===== config.mk =====
export PLATFORM = sky130hd
export DESIGN_NAME = vram_read_arbiter
export DESIGN_NICKNAME = d
export VERILOG_FILES = /design/src/rtl/vram_arb_pkg.sv /design/src/rtl/vram_tag_pipe.sv /design/src/rtl/vram_read_arbiter.sv
export SDC_FILE = /design/constraint.sdc
export NUM_CORES = 1
export LEC_CHECK = 0
export CORE_MARGIN = 2
export CORE_UTILIZATION = 30
export CTS_CLUSTER_SIZE = 12
export DETAILED_ROUTE_END_ITERATION = 12
export DONT_BUFFER_PORTS = 1
export SYNTH_ARGS = -nofsm -noshare
export SYNTH_HDL_FRONTEND = slang
export SYNTH_SLANG_ARGS = --single-unit

===== constraint.sdc =====
create_clock -name sys_clk -period 4.59 [get_ports sys_clk]
set_input_delay 0.918 -clock sys_clk [delete_from_list [all_inputs] [get_ports sys_clk]]
set_output_delay 0.918 -clock sys_clk [all_outputs]
set_load 0.02 [all_outputs]

===== src/rtl/vram_arb_pkg.sv =====
// Shared types and constants for the videoram read arbiter.
package vram_arb_pkg;

  localparam int NUM_REQ = 2;
  localparam int ID_W    = 1;

  typedef struct packed {
    logic            valid;
    logic [ID_W-1:0] id;
  } vram_tag_t;

  localparam logic [11:0] VRAM_DEFAULT_ADDR = '0;

endpackage


===== src/rtl/vram_tag_pipe.sv =====
// Fixed-depth shift register of read tags, matched to the videoram read latency.
module vram_tag_pipe
  import vram_arb_pkg::*;
#(
  parameter int DEPTH = 2
) (
  input  logic      clk,
  input  logic      clear,
  input  vram_tag_t tag_in,
  output vram_tag_t tag_out
);

  vram_tag_t stage [DEPTH];

  // Clearing every stage drops all in-flight reads, so none of them can respond.
  always_ff @(posedge clk) begin
    if (clear) begin
      for (int i = 0; i < DEPTH; i++) stage[i] <= '0;
    end else begin
      stage[0] <= tag_in;
      for (int i = 1; i < DEPTH; i++) stage[i] <= stage[i-1];
    end
  end

  assign tag_out = stage[DEPTH-1];

endmodule


===== src/rtl/vram_read_arbiter.sv =====
// Two-port arbiter for the single videoram read port, with response routing by tag.
// Define VRAM_RR_EN for round-robin arbitration; the default is fixed priority with a starvation guard.
module vram_read_arbiter
  import vram_arb_pkg::*;
#(
  parameter int ADDR_W     = 12,
  parameter int DATA_W     = 32,
  parameter int RD_LATENCY = 2,
  parameter int STARVE_MAX = 15
) (
  input  logic              sys_clk,
  input  logic              reset,
  input  logic              req0_valid,
  input  logic [ADDR_W-1:0] req0_addr,
  output logic              req0_ready,
  output logic              rsp0_valid,
  input  logic              req1_valid,
  input  logic [ADDR_W-1:0] req1_addr,
  output logic              req1_ready,
  output logic              rsp1_valid,
  output logic [DATA_W-1:0] rsp_data,
  output logic [ADDR_W-1:0] vram_address,
  output logic              vram_chipselect,
  output logic              vram_clken,
  input  logic [DATA_W-1:0] vram_readdata
);

  logic              grant0;
  logic              grant1;
  logic              grant;
  logic [ADDR_W-1:0] addr_q;
  vram_tag_t         tag_in;
  vram_tag_t         tag_out;

`ifdef VRAM_RR_EN
  // last_grant = 1 means port 1 won last, so port 0 wins the first contested cycle.
  logic last_grant;

  always_comb begin
    grant0 = 1'b0;
    grant1 = 1'b0;
    if (!reset) begin
      grant1 = req1_valid && (!req0_valid || !last_grant);
      grant0 = req0_valid && !grant1;
    end
  end

  always_ff @(posedge sys_clk) begin
    if (reset)       last_grant <= 1'b1;
    else if (grant0) last_grant <= 1'b0;
    else if (grant1) last_grant <= 1'b1;
  end
`else
  logic [3:0] starve_cnt;

  always_comb begin
    grant0 = 1'b0;
    grant1 = 1'b0;
    if (!reset) begin
      grant1 = req1_valid && (!req0_valid || (starve_cnt == 4'(STARVE_MAX)));
      grant0 = req0_valid && !grant1;
    end
  end

  // Counts port-0 wins while port 1 is waiting; saturates at STARVE_MAX because port 1 then wins.
  always_ff @(posedge sys_clk) begin
    if (reset || !req1_valid || grant1) starve_cnt <= '0;
    else if (grant0)                    starve_cnt <= starve_cnt + 4'd1;
  end
`endif

  assign grant = grant0 || grant1;

  assign req0_ready      = grant0;
  assign req1_ready      = grant1;
  assign vram_chipselect = grant;
  assign vram_clken      = 1'b1;
  assign vram_address    = grant1 ? req1_addr :
                           grant0 ? req0_addr : addr_q;

  always_ff @(posedge sys_clk) begin
    if (reset)      addr_q <= ADDR_W'(VRAM_DEFAULT_ADDR);
    else if (grant) addr_q <= vram_address;
  end

  always_comb begin
    tag_in       = '0;
    tag_in.valid = grant;
    tag_in.id    = ID_W'(grant1);
  end

  vram_tag_pipe #(
    .DEPTH (RD_LATENCY)
  ) u_tag_pipe (
    .clk     (sys_clk),
    .clear   (reset),
    .tag_in  (tag_in),
    .tag_out (tag_out)
  );

  assign rsp0_valid = tag_out.valid && (tag_out.id == ID_W'(0));
  assign rsp1_valid = tag_out.valid && (tag_out.id == ID_W'(1));
  assign rsp_data   = tag_out.valid ? vram_readdata : '0;

endmodule


# Word level (Yosys, flattened, before mapping)
# Memories as Yosys holds them, arrays and structs flattened.
# Index checks and enable logic that the tools add are counted.
# op_classes
n_addsub	1
eq_ne	1
n_mux	10
bitwise	3
n_reduce_logical	11
# op_table
operator	n
32-bit 2-to-1 mux	1
12-bit 2-to-1 mux	2
1-bit 2-to-1 mux	5
4-bit by 1-bit adder with 4-bit output (second input constant)	1
4-bit == test (second input constant)	1
1-bit logical AND	4
1-bit logical OR	4
2-bit 2-to-1 mux	2
1-bit zero test	3
1-bit bitwise OR	2
1-bit inverter	1
# word_totals
regBits	16
ramBits	4
in_bits	60
word_cells	29
n_memories	1
# mem_list
memory	depth	width	rd	rd_clocked_by_memory_dff	write_ports	line_no	source
u_tag_pipe.stage	2	2	2	0	2	vram_tag_pipe.sv:13	vram_tag_t stage [DEPTH];

# Depth between registers and ports, before layout
# Gate-level depths: netlist (run 1).
# logic_depth
ltp_word	8
depth_mapped	6
depth_no_buf	4

# Modules after synthesis
# A second synthesis (run 1) with hierarchy kept.
# hier_totals
cells_unflattened	162
area_unflattened_um2	1312.5
# modules_own_cells
module	n_inst	cells_each	area_each_um2
vram_read_arbiter	1	152	1192.4
vram_tag_pipe	1	10	120.1

# Worst setup path after synthesis (run 1)
# OpenSTA, ideal clock, no wires.
# synth_timing
path_type	input -> output
start	input reset
end	output req1_ready
t_arrival_ns	1.912
slack_ns	1.760
stages	5
path_buffers	3
path_cell_list	buf_6 nor2b_2 buf_6 buf_8 a21boi_0
# synth_between
elab_chain_cells	1
# synth_lines
item	line_no	source
from (decl)	vram_read_arbiter.sv:12	input logic reset,
1-bit 2-to-1 mux	vram_read_arbiter.sv:59	if (!reset) begin
to (decl)	vram_read_arbiter.sv:19	output logic req1_ready,
# Every way passes these cells.

# Worst setup path after layout (run 1)
# layout_timing
start	input req1_valid
end	output req1_ready
# layout_between
elab_chain_cells	2
# layout_lines
item	line_no	source
from (decl)	vram_read_arbiter.sv:17	input logic req1_valid,
1-bit logical AND	vram_read_arbiter.sv:60	grant1 = req1_valid && (!req0_valid || (starve_cnt == 4'(STARVE_MAX)));
1-bit 2-to-1 mux	vram_read_arbiter.sv:59	
# Every way passes these cells.

==> impl_metrics.tcl, run 1 <==
set metrics [dict create \
    cp_top_family "compound AO/OA/AOI/OAI gates" \
    layout-drive-gt1-share_pct 11.3 \
    synthArstFlopShare_pct 0 \
    pre_cts_slack_ns 1.47 \
    cap_violations 0 \
    clock_latency_ns 0.26 \
    die_h_um 71.5 \
    synth_ff_type "dfxtp_1" \
    fmax_ghz 0.325 \
    core_sq_um 4380 \
    first_pass_iters 4 \
    max-vdd-ir-drop_v 0.0000983 \
    nets 212 \
    crit_arrival_ns 2.16 \
    finalSetupViolations 0 \
    crit_type "in2out" \
    ys_warn_count 0 \
    cts_buffers 3 \
    drt_iter0_drc 80 \
    ant_nets 0 \
    critPathBufInv 0 \
    vias_per_cell 5.61 \
    start_util_pct 31.2 \
    worstRegToRegCells 4 \
    avgSynthCellArea_sq_um 8.49 \
    overflow 0 \
    syn_area_sq_um 1370 \
    pin_count 110 \
    worstReg2RegStart "starve_cnt[0]$_SDFFE_PP0P_" \
    crit_path_end_kind "output pin" \
    dp_hpwl_um 2650 \
    fin_skew_ns 0.00149 \
    period_share_pct 67.0 \
    slew_viol_final 0 \
    antenna_found_initial 0 \
    period_needed_ns 3.07 \
    synth_top_area_cell "dfxtp_1" \
    crit_end "req1_ready" \
    p_leak_uw 0.000531 \
    tns_ns 0 \
    syn_nets 222 \
    cp.required_ns 3.67 \
    drc 0 \
    run_status "complete, no violations" \
    n_fill_cell 457 \
    netlist.area_leader.share_pct 29.3 \
    clkTransAtPathRegs_ns 0.08 \
    fin_ws_ns 1.52 \
    final_common_cell "and2_1" \
    synth_seq_cells 20 \
    path_depth 2 \
    grt_pass1_vias 1144 \
    gr-usage-all-layers_pct 13.2 \
    slew_headroom_pct 51.8 \
    grt_pass1_wl_um 5370 \
    postCtsSetupBuffers 0 \
    io_buffers 0 \
    cts.repair.resized 0 \
    powerDensity_nw_per_um2 292 \
    ys_seq_area_share_pct 29.3 \
    hold_viol 0 \
    cp_cell_sequence "nor2b_2 > a21boi_0" \
    wirelength_um 3470 \
    crit_start "req1_valid" \
    post_cts_hold_buffer_count 0 \
    die_w_um 71.5 \
    path_max_fanout 18 \
    cts.path.max_buffers 2 \
    r2r_end "addr_q[9]$_SDFFE_PP0P_" \
    place_congestion 0.696 \
    wl_per_cell_um 17.2 \
    ff2ff_setup_slack_ns 2.74 \
    synthCells 161 \
    synth.distinct_cells 37 \
    final_cell_mix "and2_1, dfxtp_1, nor2_1" \
    rsz0062_at_grt "false" \
    critical-path-max-stage-delay_ns 0.65 \
    vias 1133 \
    synth.area.top_cells "dfxtp_1, and2_1, a32oi_1, o211ai_1, a211oi_1" \
    num_rows 24 \
    area_growth_pct -0.183 \
    holdCritPathClass "reg2reg" \
    n_antenna_cell 0 \
    cts_htree_levels 1 \
    grt_max_degree 35 \
    dieArea_sq_um 5110 \
    startpoint_type "primary input" \
    clockRootBuffer "clkbuf_8" \
    worst_pin_slew_ns 0.719 \
    clock_sinks 20 \
    synth-edff-count 0 \
    cpMaxStageDelayCell "a21boi_0" \
    cts_tree "built" \
]
==> cells by family (layout without fill, tap and decap cells) <==
logic type      after synthesis  count (layout)  synth area share (%)
flops                        20              20                  29.3
mux                           1               1                 0.732
fa+ha+maj                     1               1                 0.915
simple gates                 76              76                  31.0
other cells                   1               1                 0.274
xor+xnor                      1               1                 0.641
buf+inv                      19               8                  10.1
compound gates               42              42                  27.1
==> layout make-up <==
class / instances / area [sq um] / share of cell area [%]
Sequential cell: 20 / 400 / 29.3
Tap cell: 52 / 65.1 / 4.77
Clock buffer: 4 / 55.1 / 4.03
Inverter: 4 / 15.0 / 1.10
Multi-Input combinational cell: 122 / 830 / 60.8
==> per-layer routing <==
metal | wire length, um | track usage, %
met1 | 1300 | 14.9
met2 | 1740 | 23.8
met3 | 386 | 3.94
met4 | 36 | 3.77
met5 | 0 | 0
==> Yosys cell counts, drive strengths merged, types with 2 or more instances <==
master  number
dfxtp       20
clkbuf       5
buf         10
nand2       12
a21boi       2
and2        33
inv          4
a32oi       12
o211ai      12
a21oi        2
nor2        13
nand3        3
a211oi      12
nor2b        5
nand4        2
and3         2
==> worst min-delay path by stage <==
stage / from / endpoint / slack, ns / cells past startpoint
final: u_tag_pipe.stage[0][0]$_SDFF_PP0_ / u_tag_pipe.stage[0][2]$_SDFF_PP0_ / 0.44 / 1
after global routing: u_tag_pipe.stage[0][1]$_SDFF_PP0_ / u_tag_pipe.stage[0][3]$_SDFF_PP0_ / 0.45 / 1
after CTS: u_tag_pipe.stage[0][1]$_SDFF_PP0_ / u_tag_pipe.stage[0][3]$_SDFF_PP0_ / 0.45 / 1
after detailed placement: u_tag_pipe.stage[0][1]$_SDFF_PP0_ / u_tag_pipe.stage[0][3]$_SDFF_PP0_ / 0.43 / 1
after global placement: u_tag_pipe.stage[0][0]$_SDFF_PP0_ / u_tag_pipe.stage[0][2]$_SDFF_PP0_ / 0.42 / 1
after floorplan: u_tag_pipe.stage[0][0]$_SDFF_PP0_ / u_tag_pipe.stage[0][2]$_SDFF_PP0_ / 0.41 / 1
==> flip-flops by register name (all words and copies together), names as in the netlist <==
register and flops:
u_tag_pipe.stage 4, addr_q 12, starve_cnt 4
==> power by group <==
| group | leakage [uW] | switching (uW) | internal [uW] | total, uW |
|---|---|---|---|---|
| combinational | 0.000339 | 55.9 | 20.0 | 75.9 |
| clock | 0.0000288 | 59.6 | 76.3 | 136 |
| sequential | 0.000163 | 5.62 | 181 | 186 |
==> through the flow <==
stage                     utilization, %  power [uW]  area [sq um]  instances  hold slack (ns)
final                               31.1         398          1370        202            0.441
after global placement              29.9         266          1310        198            0.418
after global routing                31.1         415          1370        202            0.450
after floorplan                        -         268          1370        161            0.414
after CTS                           31.1         400          1370        202            0.447
after detailed placement            29.9         268          1310        198            0.430
No activity file was read; power rests on OpenSTA's default activity.
==> inputs of run 2 (changes only) <==
==> constraint.sdc (replaced) <==
create_clock -name sys_clk -period 2.8 [get_ports sys_clk]
set_input_delay 0.56 -clock sys_clk [delete_from_list [all_inputs] [get_ports sys_clk]]
set_output_delay 0.56 -clock sys_clk [all_outputs]
set_load 0.02 [all_outputs]
==> run 2 against run 1 <==
Effect of this change:
- die area did not move
- power rose by 63%
- via count shrank 0.18%
- worst hold slack worse by 0.076 ns
- register-to-register slack worse by 1.4 ns
- sequential share of layout area decreased by 0.48 points
- flip-flop and latch count is the same
- clock power is 59% higher
- critical path depth increased by 3
==> impl_metrics.tcl, run 2 (synthesis results as in run 1) <==
set metrics [dict create \
    wirelength_um 3450 \
    fin_skew_ns 0.00235 \
    io_buffers 0 \
    period_share_pct 80.7 \
    antenna_found_initial 0 \
    top_usage_layer "met2" \
    met2_usage_pct 21.5 \
    post_cts_hold_buffer_count 0 \
    hold_ws_ns 0.366 \
    cts.path.max_buffers 2 \
    cts.repair.resized 0 \
    clockRootBuffer "clkbuf_8" \
    final_common_cell "and2_1" \
    grt_use_met3_pct 2.81 \
    start_util_pct 31.2 \
    run_status "complete, no violations" \
    postCtsSetupBuffers 0 \
    finalSetupViolations 0 \
    top_register "addr_q" \
    drc 0 \
    fin_ws_ns 0.540 \
    grt_pass1_wl_um 4970 \
    largest_reg_flops 12 \
    path_max_fanout 12 \
    worstReg2RegStart "starve_cnt[0]$_SDFFE_PP0P_" \
    placed_area_sq_um 1330 \
    grt_max_degree 35 \
    crit_end "vram_address[9]" \
    startpoint_type "flip-flop" \
    crit_arrival_ns 1.70 \
    dp_hpwl_um 2650 \
    n_antenna_cell 0 \
    drt_iter0_drc 47 \
    place_congestion 0.687 \
    cap_violations 0 \
    pin_count 110 \
    nets 215 \
    period_needed_ns 2.26 \
    first_pass_iters 4 \
    grt_pass1_vias 1019 \
    ff2ff_setup_slack_ns 1.31 \
    cp_cell_sequence "ha_1 > nand4_1 > buf_4 > a32oi_1 > nand2_1" \
    slew_headroom_pct 53.7 \
    rsz0062_at_grt "false" \
    dieArea_sq_um 5110 \
    p_leak_uw 0.000545 \
    clkTransAtPathRegs_ns 0.07 \
    pre_cts_slack_ns 0.651 \
    crit_path_end_kind "output pin" \
    cts_buffers 3 \
    slew_viol_final 0 \
    crit_start "starve_cnt[0]$_SDFFE_PP0P_" \
    cpMaxStageDelayCell "dfxtp_1" \
    crit_type "reg2out" \
    overflow 0 \
    groute.layer.met1.usage_pct 15.8 \
    tns_ns 0 \
    post-route-cell-area_sq_um 1390 \
    vias 1131 \
    n_fill_cell 459 \
    cp.required_ns 2.24 \
    hold_viol 0 \
    worstRegToRegCells 4 \
    cts_tree "built" \
    final_util_pct 31.6 \
    critical-path-max-stage-delay_ns 0.38 \
    max-vdd-ir-drop_v 0.000179 \
    worst_pin_slew_ns 0.694 \
    top_regs "addr_q: 12 flops, starve_cnt: 4 flops, u_tag_pipe.stage: 4 flops" \
    vias_per_cell 5.52 \
    wl_per_cell_um 16.8 \
    final_cell_mix "and2_1, dfxtp_1, nor2_1" \
    gr-usage-all-layers_pct 12.4 \
    ant_nets 0 \
    die_w_um 71.5 \
    num_rows 24 \
    area_growth_pct 1.46 \
    core_sq_um 4380 \
    powerDensity_nw_per_um2 467 \
    cts_htree_levels 1 \
    clock_latency_ns 0.25 \
    fmax_ghz 0.443 \
    clock_sinks 20 \
    layout-drive-gt1-share_pct 13.1 \
    die_h_um 71.5 \
    r2r_end "starve_cnt[1]$_SDFFE_PP0P_" \
    holdCritPathClass "in2reg" \
]
==> run 2: changes by cell type in the layout (fill, tap and decap cells not counted) <==
cell   delta
buf_4     +3
==> run 2: critical path: cells and delay by family (launching register included) <==
kind                       cells  cell delay (ns)
DFF                            1             0.38
and+or+nand+nor                2             0.32
AOI/OAI and AO/OA              1             0.29
adders and majority gates      1             0.25
buffers and inverters          1             0.21
==> run 2: final cells by class <==
type,instances,area (sq um),share of cell area (%)
sequential,20,400,28.9
tap,52,65.1,4.69
inverter,4,15.0,1.08
timing repair buffer,3,22.5,1.62
clock buffer,4,55.1,3.97
multi-input combinational,122,830,59.8
==> run 2: per-stage QoR <==
stage / instances / power [uW]
2_1_floorplan: 161 / 440
3_5_place_dp: 201 / 441
3_3_place_gp: 201 / 439
5_1_grt: 205 / 680
6_report: 205 / 648
4_1_cts: 205 / 658
==> run 2: per-layer routing <==
metal	vias to the layer above	wire length [um]
met1	506	1470
met4	0	24
li1	556	-
met5	-	0
met3	2	243
met2	67	1720
==> run 2: how the worst min path moves through the flow <==
stage	end	slack (ns)	startpoint	depth (start not counted)
after floorplan	u_tag_pipe.stage[0][2]$_SDFF_PP0_	0.41	u_tag_pipe.stage[0][0]$_SDFF_PP0_	1
after global placement	u_tag_pipe.stage[0][2]$_SDFF_PP0_	0.42	u_tag_pipe.stage[0][0]$_SDFF_PP0_	1
after detailed placement	u_tag_pipe.stage[0][2]$_SDFF_PP0_	0.43	u_tag_pipe.stage[0][0]$_SDFF_PP0_	1
after CTS	addr_q[7]$_SDFFE_PP0P_	0.36	reset	1
after global routing	addr_q[7]$_SDFFE_PP0P_	0.35	reset	1
final	addr_q[7]$_SDFFE_PP0P_	0.37	reset	1
==> run 2: power breakdown <==
group / leakage [uW] / switching, uW / internal (uW) / total, uW
clock network: 0.0000288 / 90.7 / 125 / 216
logic: 0.000353 / 92.0 / 34.4 / 126
registers: 0.000163 / 9.37 / 296 / 306
